## src/rtl/fetch_stage.sv

```systemverilog
// Instruction fetch stage with IF/ID pipeline register.
// Drives a variable-latency imem and skid-buffers one word on stall.
module fetch_stage #(
    parameter logic [31:0] RESET_PC = 32'h0000_0000
) (
    input  logic        clk,
    input  logic        rst_n,
    output logic        imem_req,
    output logic [31:0] imem_addr,
    input  logic        imem_ready,
    input  logic [31:0] imem_rdata,
    input  logic        stall,
    input  logic        flush,
    input  logic        redirect_valid,
    input  logic [31:0] redirect_pc,
    output logic        if_id_valid,
    output logic [31:0] if_id_instr,
    output logic [31:0] if_id_pc_plus4,
    output logic [15:0] if_id_imm
);

    typedef enum logic [1:0] {
        IDLE     = 2'd0,
        FETCH    = 2'd1,
        BUFFERED = 2'd2
    } state_t;

    state_t      r_state;
    state_t      w_state;
    logic [31:0] r_pc;
    logic [31:0] w_pc;
    logic [31:0] r_buf_instr;
    logic [31:0] w_buf_instr;
    logic [31:0] r_buf_pc4;
    logic [31:0] w_buf_pc4;
    logic        r_valid;
    logic        w_valid;
    logic [31:0] r_instr;
    logic [31:0] w_instr;
    logic [31:0] r_pc4;
    logic [31:0] w_pc4;
    logic [31:0] w_pc_plus4;
    logic [31:0] w_redir_pc;

    assign w_pc_plus4 = r_pc + 32'd4;
    assign w_redir_pc = redirect_pc & 32'hFFFF_FFFC;

    // Next-state, PC, skid buffer and IF/ID update
    always_comb begin
        w_state     = r_state;
        w_pc        = r_pc;
        w_buf_instr = r_buf_instr;
        w_buf_pc4   = r_buf_pc4;
        w_valid     = r_valid;
        w_instr     = r_instr;
        w_pc4       = r_pc4;
        if (redirect_valid) begin
            // Redirect drops any returned word and the buffer;
            // IF/ID is left alone.
            w_pc    = w_redir_pc;
            w_state = FETCH;
        end else begin
            unique case (r_state)
                IDLE: begin
                    w_state = FETCH;
                end
                FETCH: begin
                    if (imem_ready) begin
                        w_pc = w_pc_plus4;
                        if (stall) begin
                            w_buf_instr = imem_rdata;
                            w_buf_pc4   = w_pc_plus4;
                            w_state     = BUFFERED;
                        end else begin
                            w_valid = 1'b1;
                            w_instr = imem_rdata;
                            w_pc4   = w_pc_plus4;
                        end
                    end else if (!stall) begin
                        w_valid = 1'b0;
                        w_instr = 32'h0;
                    end
                end
                BUFFERED: begin
                    if (!stall) begin
                        w_valid = 1'b1;
                        w_instr = r_buf_instr;
                        w_pc4   = r_buf_pc4;
                        w_state = FETCH;
                    end
                end
                default: begin
                    w_state = IDLE;
                end
            endcase
        end
        if (flush) begin
            w_valid = 1'b0;
            w_instr = 32'h0;
        end
    end

    // State, PC, buffer and IF/ID registers with synchronous reset
    always_ff @(posedge clk) begin
        if (!rst_n) begin
            r_state     <= IDLE;
            r_pc        <= RESET_PC;
            r_buf_instr <= 32'h0;
            r_buf_pc4   <= 32'h0;
            r_valid     <= 1'b0;
            r_instr     <= 32'h0;
            r_pc4       <= 32'h0;
        end else begin
            r_state     <= w_state;
            r_pc        <= w_pc;
            r_buf_instr <= w_buf_instr;
            r_buf_pc4   <= w_buf_pc4;
            r_valid     <= w_valid;
            r_instr     <= w_instr;
            r_pc4       <= w_pc4;
        end
    end

    assign imem_req       = (r_state == FETCH);
    assign imem_addr      = r_pc;
    assign if_id_valid    = r_valid;
    assign if_id_instr    = r_instr;
    assign if_id_pc_plus4 = r_pc4;
    assign if_id_imm      = r_instr[15:0];

endmodule

```

## config.mk

```make
export PLATFORM = sky130hd
export DESIGN_NAME = fetch_stage
export DESIGN_NICKNAME = d
export VERILOG_FILES = /design/src/rtl/fetch_stage.sv
export SDC_FILE = /design/constraint.sdc
export NUM_CORES = 1
export LEC_CHECK = 0
export CAP_MARGIN = 0
export CORE_ASPECT_RATIO = 0.75
export CORE_MARGIN = 5
export CORE_UTILIZATION = 50
export DETAILED_ROUTE_END_ITERATION = 6
export PLACE_DENSITY_LB_ADDON = 0.08
export SLEW_MARGIN = 20
export SYNTH_ARGS = -nofsm -noshare
export SYNTH_HDL_FRONTEND = slang
export SYNTH_SLANG_ARGS = --single-unit
```

## constraint.sdc

```tcl
create_clock -name clk -period 2.6 [get_ports clk]
set_input_delay 0.52 -clock clk [delete_from_list [all_inputs] [get_ports clk]]
set_output_delay 0.52 -clock clk [all_outputs]
set_load 0.01 [all_outputs]
```

Word level (Yosys, flattened, before mapping)
Index checks and enable logic that the tools add are counted.

operators by class
  div/mod/pow operators = 0
  bitwise gates (word level) = 2
  $lt $le $gt $ge = 0
  add/subtract/negate cells = 1
  equal/unequal tests = 10
  multipliers = 0
  muxes and demuxes = 21
  shifts and indexed selects = 0
  reductions and logical operators = 14

operators with widths
  cell                     count
  $mux W32                 10
  $pmux W32 S2             2
  $add A32 B3 Y32 const B  1
  $reduce_and A3 Y1        3
  $reduce_and A4 Y1        2
  $mux W2                  3
  $ne A3 B1 Y1 const B     2
  $ne A3 B3 Y1 const B     2
  $pmux W2 S3              1
  $reduce_bool A2 Y1       3
  $reduce_and A5 Y1        1
  $mux W1                  4
  $ne A2 B1 Y1 const B     2
  $ne A2 B2 Y1 const B     2
  $reduce_and A2 Y1        2
  $reduce_or A2 Y1         2
  $eq A2 B1 Y1 const B     1
  $eq A2 B2 Y1 const B     1
  $logic_not A2 Y1         1
  $not A1 Y1               2
  $pmux W1 S2              1

word-level totals
  memories kept = 0
  bits in registers = 163
  memory bits (writable) = 0
  memory bits (read-only) = 0
  logic and storage cells = 57
  latch bits = 0

Logic depth before layout (Yosys ltp)
Gate-level depths: netlist of the first run.

  depth after elaboration = 4
  mapped depth = 9
  mapped depth without buffers = 7

Least setup slack after synthesis of the first run
OpenSTA, ideal clock, no wires.

  kind = flip-flop to flip-flop
  start = register r_state[1]
  end = register r_pc4[17] (netlist: if_id_pc_plus4[17])
  arrival time = 2016 ps
  clock period less this slack = 2154 ps
  stages on the path, launching flop included = 9
  setup slack = 446 ps
  path buffers = 3
  library setup time = 138 ps
  cell sequence = dfxtp_1 inv_1 ha_1 and2_1 clkbuf_1 o21ai_0 clkbuf_1 clkbuf_1 o221ai_1

between the ends
  longest elaborated chain between the ends = 3
  elaborated cells between the ends (all ways) = 8
  classes of those cells = 5 x eq/ne; 1 x mux; 2 x reduce/logical

ends and longest elaborated chain
  element                                               line  text
  start: declaration                                    28    state_t r_state;
  start signal: assignment                              114   r_state <= w_state;
  $eq A2 B1 Y1 *                                        --
  named net imem_req                                    8     output logic imem_req,
  $ne A2 B2 Y1 (no line), or another cell as far along  --
  $reduce_and A5 Y1 (no line)                           --
  end signal: assignment                                120   r_pc4 <= w_pc4;
  end: declaration                                      40    logic [31:0] r_pc4;

Mark *: on every way through the listed nets, which the timed path passes. The rest lies on a longest branch.
A chain may end at the register's enable or synchronous reset.

Final worst setup path of the first run
  start = register r_state[1]
  end = output port imem_req

between the ends
  longest elaborated chain between the ends = 1

ends and longest elaborated chain
  element           line  text
  $eq A2 B1 Y1      124   assign imem_req = (r_state == FETCH);
  end: declaration  8

No other way between the ends.

==> results of run 1 <==
-- synth_stat cells, drive strengths merged, types with 13 or more instances --
library cell / number
nand2: 121
a21oi: 105
xor2: 15
nor3: 21
inv: 13
o21ai: 54
nor4: 20
dfxtp: 157
buf: 38
nand3: 31
a211oi: 56
clkbuf: 67
xnor2: 30
nor2: 84
and3: 40
nand4: 17
-- cells in the final DEF (no fill, tap or decap), drive strengths merged, types with 17 or more instances in the layout --
| cell type | count |
|---|---|
| a211oi | 56 |
| a21oi | 105 |
| and3 | 40 |
| buf | 45 |
| clkbuf | 21 |
| clkdlybuf4s50 | 176 |
| dfxtp | 157 |
| nand2 | 121 |
| nand3 | 31 |
| nand4 | 17 |
| nor2 | 84 |
| nor3 | 21 |
| nor4 | 20 |
| o21ai | 54 |
| xnor2 | 30 |
-- worst max-delay path by stage --
stage	start	to	slack (ns)
CTS	r_state[1]$_SDFFE_PP0P_	imem_req	0.31
floorplan	r_state[1]$_SDFFE_PP0P_	if_id_pc_plus4[17]$_SDFFE_PN0P_	0.45
detailed placement	imem_ready	if_id_pc_plus4[7]$_SDFFE_PN0P_	0.26
global route	imem_addr[3]$_SDFFE_PN0P_	if_id_pc_plus4[28]$_SDFFE_PN0P_	0.21
global placement	imem_ready	if_id_pc_plus4[7]$_SDFFE_PN0P_	0.29
finish	r_state[1]$_SDFFE_PP0P_	imem_req	0.32
-- report_power, final --
group          leakage, uW  total, uW  switching [uW]  internal, uW
registers          0.00128       2570            81.0          2480
logic              0.00188        699             349           350
clock network     0.000309       2750             996          1750
-- per-layer routing --
metal  part of all wire, %  vias to the layer above  GRT usage, %
met1                    46                     3424          35.9
met3                   9.9                       38          7.47
met5                 0.032                        -             0
met4                   1.4                        2          6.46
met2                    43                      316          36.5
li1                      -                     3615             -
-- final cells by class --
type	instances	area share (%)
repair buffers	221	21.5
clock buffers	21	4.57
well taps	200	2.48
multi-input cells	677	37.9
clock inverters	10	1.86
flip-flops and latches	157	31.2
inverters	13	0.484
-- worst register-to-register path, stage by stage (launching register included) --
cell	delay, ns
dfxtp_1	0.45
ha_1	0.22
nand4_1	0.26
buf_4	0.26
nor2_1	0.25
nand4_1	0.21
or3_1	0.36
a31oi_1	0.16
-- state kept, by name (all words and copies together) (netlist names) --
name	count
r_buf_instr	32
r_buf_pc4	30
if_id_pc_plus4	30
if_id_valid	1
r_state	2
imem_addr	30
if_id_instr	32
-- kinds of logic (layout without fill, tap and decap cells) --
| logic type | after synthesis | after routing | synth area share [%] |
|---|---|---|---|
| flip-flops | 157 | 157 | 42.2 |
| buffers and inverters | 118 | 265 | 7.02 |
| adder cells (fa/ha/maj) | 5 | 5 | 0.839 |
| XOR/XNOR | 45 | 45 | 5.29 |
| multiplexers | 5 | 5 | 0.688 |
| other | 1 | 4 | 0.0503 |
| AND/OR/NAND/NOR | 358 | 358 | 23.0 |
| AO/OA/AOI/OAI | 260 | 260 | 21.0 |
-- through the flow --
stage | cell area [um2] | utilization, % | hold WS [ns] | std cells | setup slack, ns
floorplan | 7460 | - | 0.436 | 952 | 0.446
global placement | 9430 | 64.8 | 0.442 | 1268 | 0.286
detailed placement | 9430 | 64.8 | 0.446 | 1268 | 0.258
CTS | 10100 | 69.3 | 0.454 | 1299 | 0.311
global route | 10100 | 69.3 | 0.469 | 1299 | 0.214
finish | 10100 | 69.3 | 0.453 | 1299 | 0.323
==> impl_results.md, run 1 <==
- Post-CTS sizing: 0
- Via/cell ratio: 5.69
- Flops & latches, synth: 157
- RD Place Congestion: 0.975
- Worst hold path endpoint: r_buf_pc4[3]$_SDFFE_PN0P_
- Clock transition at path regs: 0.06 ns
- Critical R2R Capture: imem_addr[30]$_SDFFE_PN0P_
- IR drop worst, VDD: 0.000511 V
- Crit-path slowest cell: clkdlybuf4s50_1
- Number of enable flip-flop cells after synthesis: 0
- Least-Margin Pin Slew: 0.509 ns
- Starting density of the core: 51.2%
- Synth Flop Type: dfxtp_1
- IO Count: 184
- I/O Buffers: 177
- Synth-to-layout area growth: 35.3%
- Initial DRC count: 685
- Hold path cells: 2
- Nets: 1162
- Die area: 17500 um2
- Final period util: 87.6%
- # rows: 38
- Crit Path Max Fanout: 8
- Yosys top cell by area: dfxtp_1
- Status: complete, no violations
- Fmax: 439 MHz
- Drt first pass iters: 5
- Clk_skew: 0.00920 ns
- Fillers: 1220
- CTS tree: yes
- RR Startpoint: imem_addr[3]$_SDFFE_PN0P_
- Synth Instances: 949
- Clock sinks: 157
- Largest stage delay, worst path: 0.62 ns
- Vias in the first global route: 6680
- H-Tree Depth: 4
- Max Slew Vio Count: 0
- Design Power: 6010 uW
- Routed WL: 22.1 mm
- Minimum clock period: 2.28 ns
- Root buffer cell: clkbuf_16
- Crit path depth: 3
- Sequential-to-total area share from yosys stat: 42.2%
- CP Buf/Inv Count: 2
- Ys Warns: 0
- Final number of setup-violating endpoints: 0
- Synth area leaders: dfxtp_1 42%, a21oi_1 7.1%, nand2_1 6.1%, a211oi_1 5.6%, nor2_1 4.2%
- Multi-input logic area: 3820 um2
- Crit path cell chain: inv_1, ha_1, clkdlybuf4s50_1
- Average size of a mapped cell: 7.85 um2
- Chip height: 116 um
- Max-cap viol count: 0
- Post-synth cell types: 50
- Min-Delay Path Class: reg2reg
- Post-synthesis cell area: 7450 um2
- Layout cell share with drive strength beyond 1: 7.92%
- Clk_lat worst skew: 0.42 ns
- Register Area: 3140 um2
- CTS Buf Count: 17
- Worst reg-to-reg setup slack: 0.37 ns
- Rel. slew slack: 66.0%
- HP Start: r_buf_pc4[3]$_SDFFE_PN0P_
- Diodes inserted: 0
- Largest net degree at the start of global routing: 65
- Gr ovfl total: 0
- Unrepaired setup endpoints after global routing: false
- Longest Clk Path Bufs: 2
- WP data arrival: 1.76 ns
- Hpwl dp: 14.9 mm
- Final hold viol count: 0
- Async S/R FF share, synth: 0%
- Core box area: 14500 um2
- Critical path capture point type: primary output
- First-pass GRT wire length: 34.8 mm
- Post-CTS Setup Inserts: 0
- Reg2Reg Depth: 7
- Wire per inst: 17.0 um
- Power Density: 596 nW/um2
- P_leak: 0.00347 uW
- Total track usage: 24.9%
- CP Class: reg2out
- Critical Path RT: 2.08 ns
- Share of the synthesized area in the top cell type: 42.2%
- DRC viols: 0
- Top delay family on crit path: buffers and inverters
- Final setup TNS: 0 ns
- Post-DRT Antenna Nets: 0
- Initial antenna violation count: 1
- Total number of vias: 7395
- Die Span X: 151 um
- Worst setup SP type: register
- Post-CTS Hold Fix Bufs: 0
Note: power is estimated with default switching activity, not from simulation.
==> inputs of run 2 (changes only) <==
--- a/config.mk
+++ b/config.mk
@@ -10,6 +10,7 @@
 export CORE_MARGIN = 5
 export CORE_UTILIZATION = 50
 export DETAILED_ROUTE_END_ITERATION = 6
+export HOLD_SLACK_MARGIN = 0.03
 export PLACE_DENSITY_LB_ADDON = 0.08
 export SLEW_MARGIN = 20
 export SYNTH_ARGS = -nofsm -noshare
==> results of run 2 <==
Same layout as run 1: the final DEF is identical, and so are final timing and power.
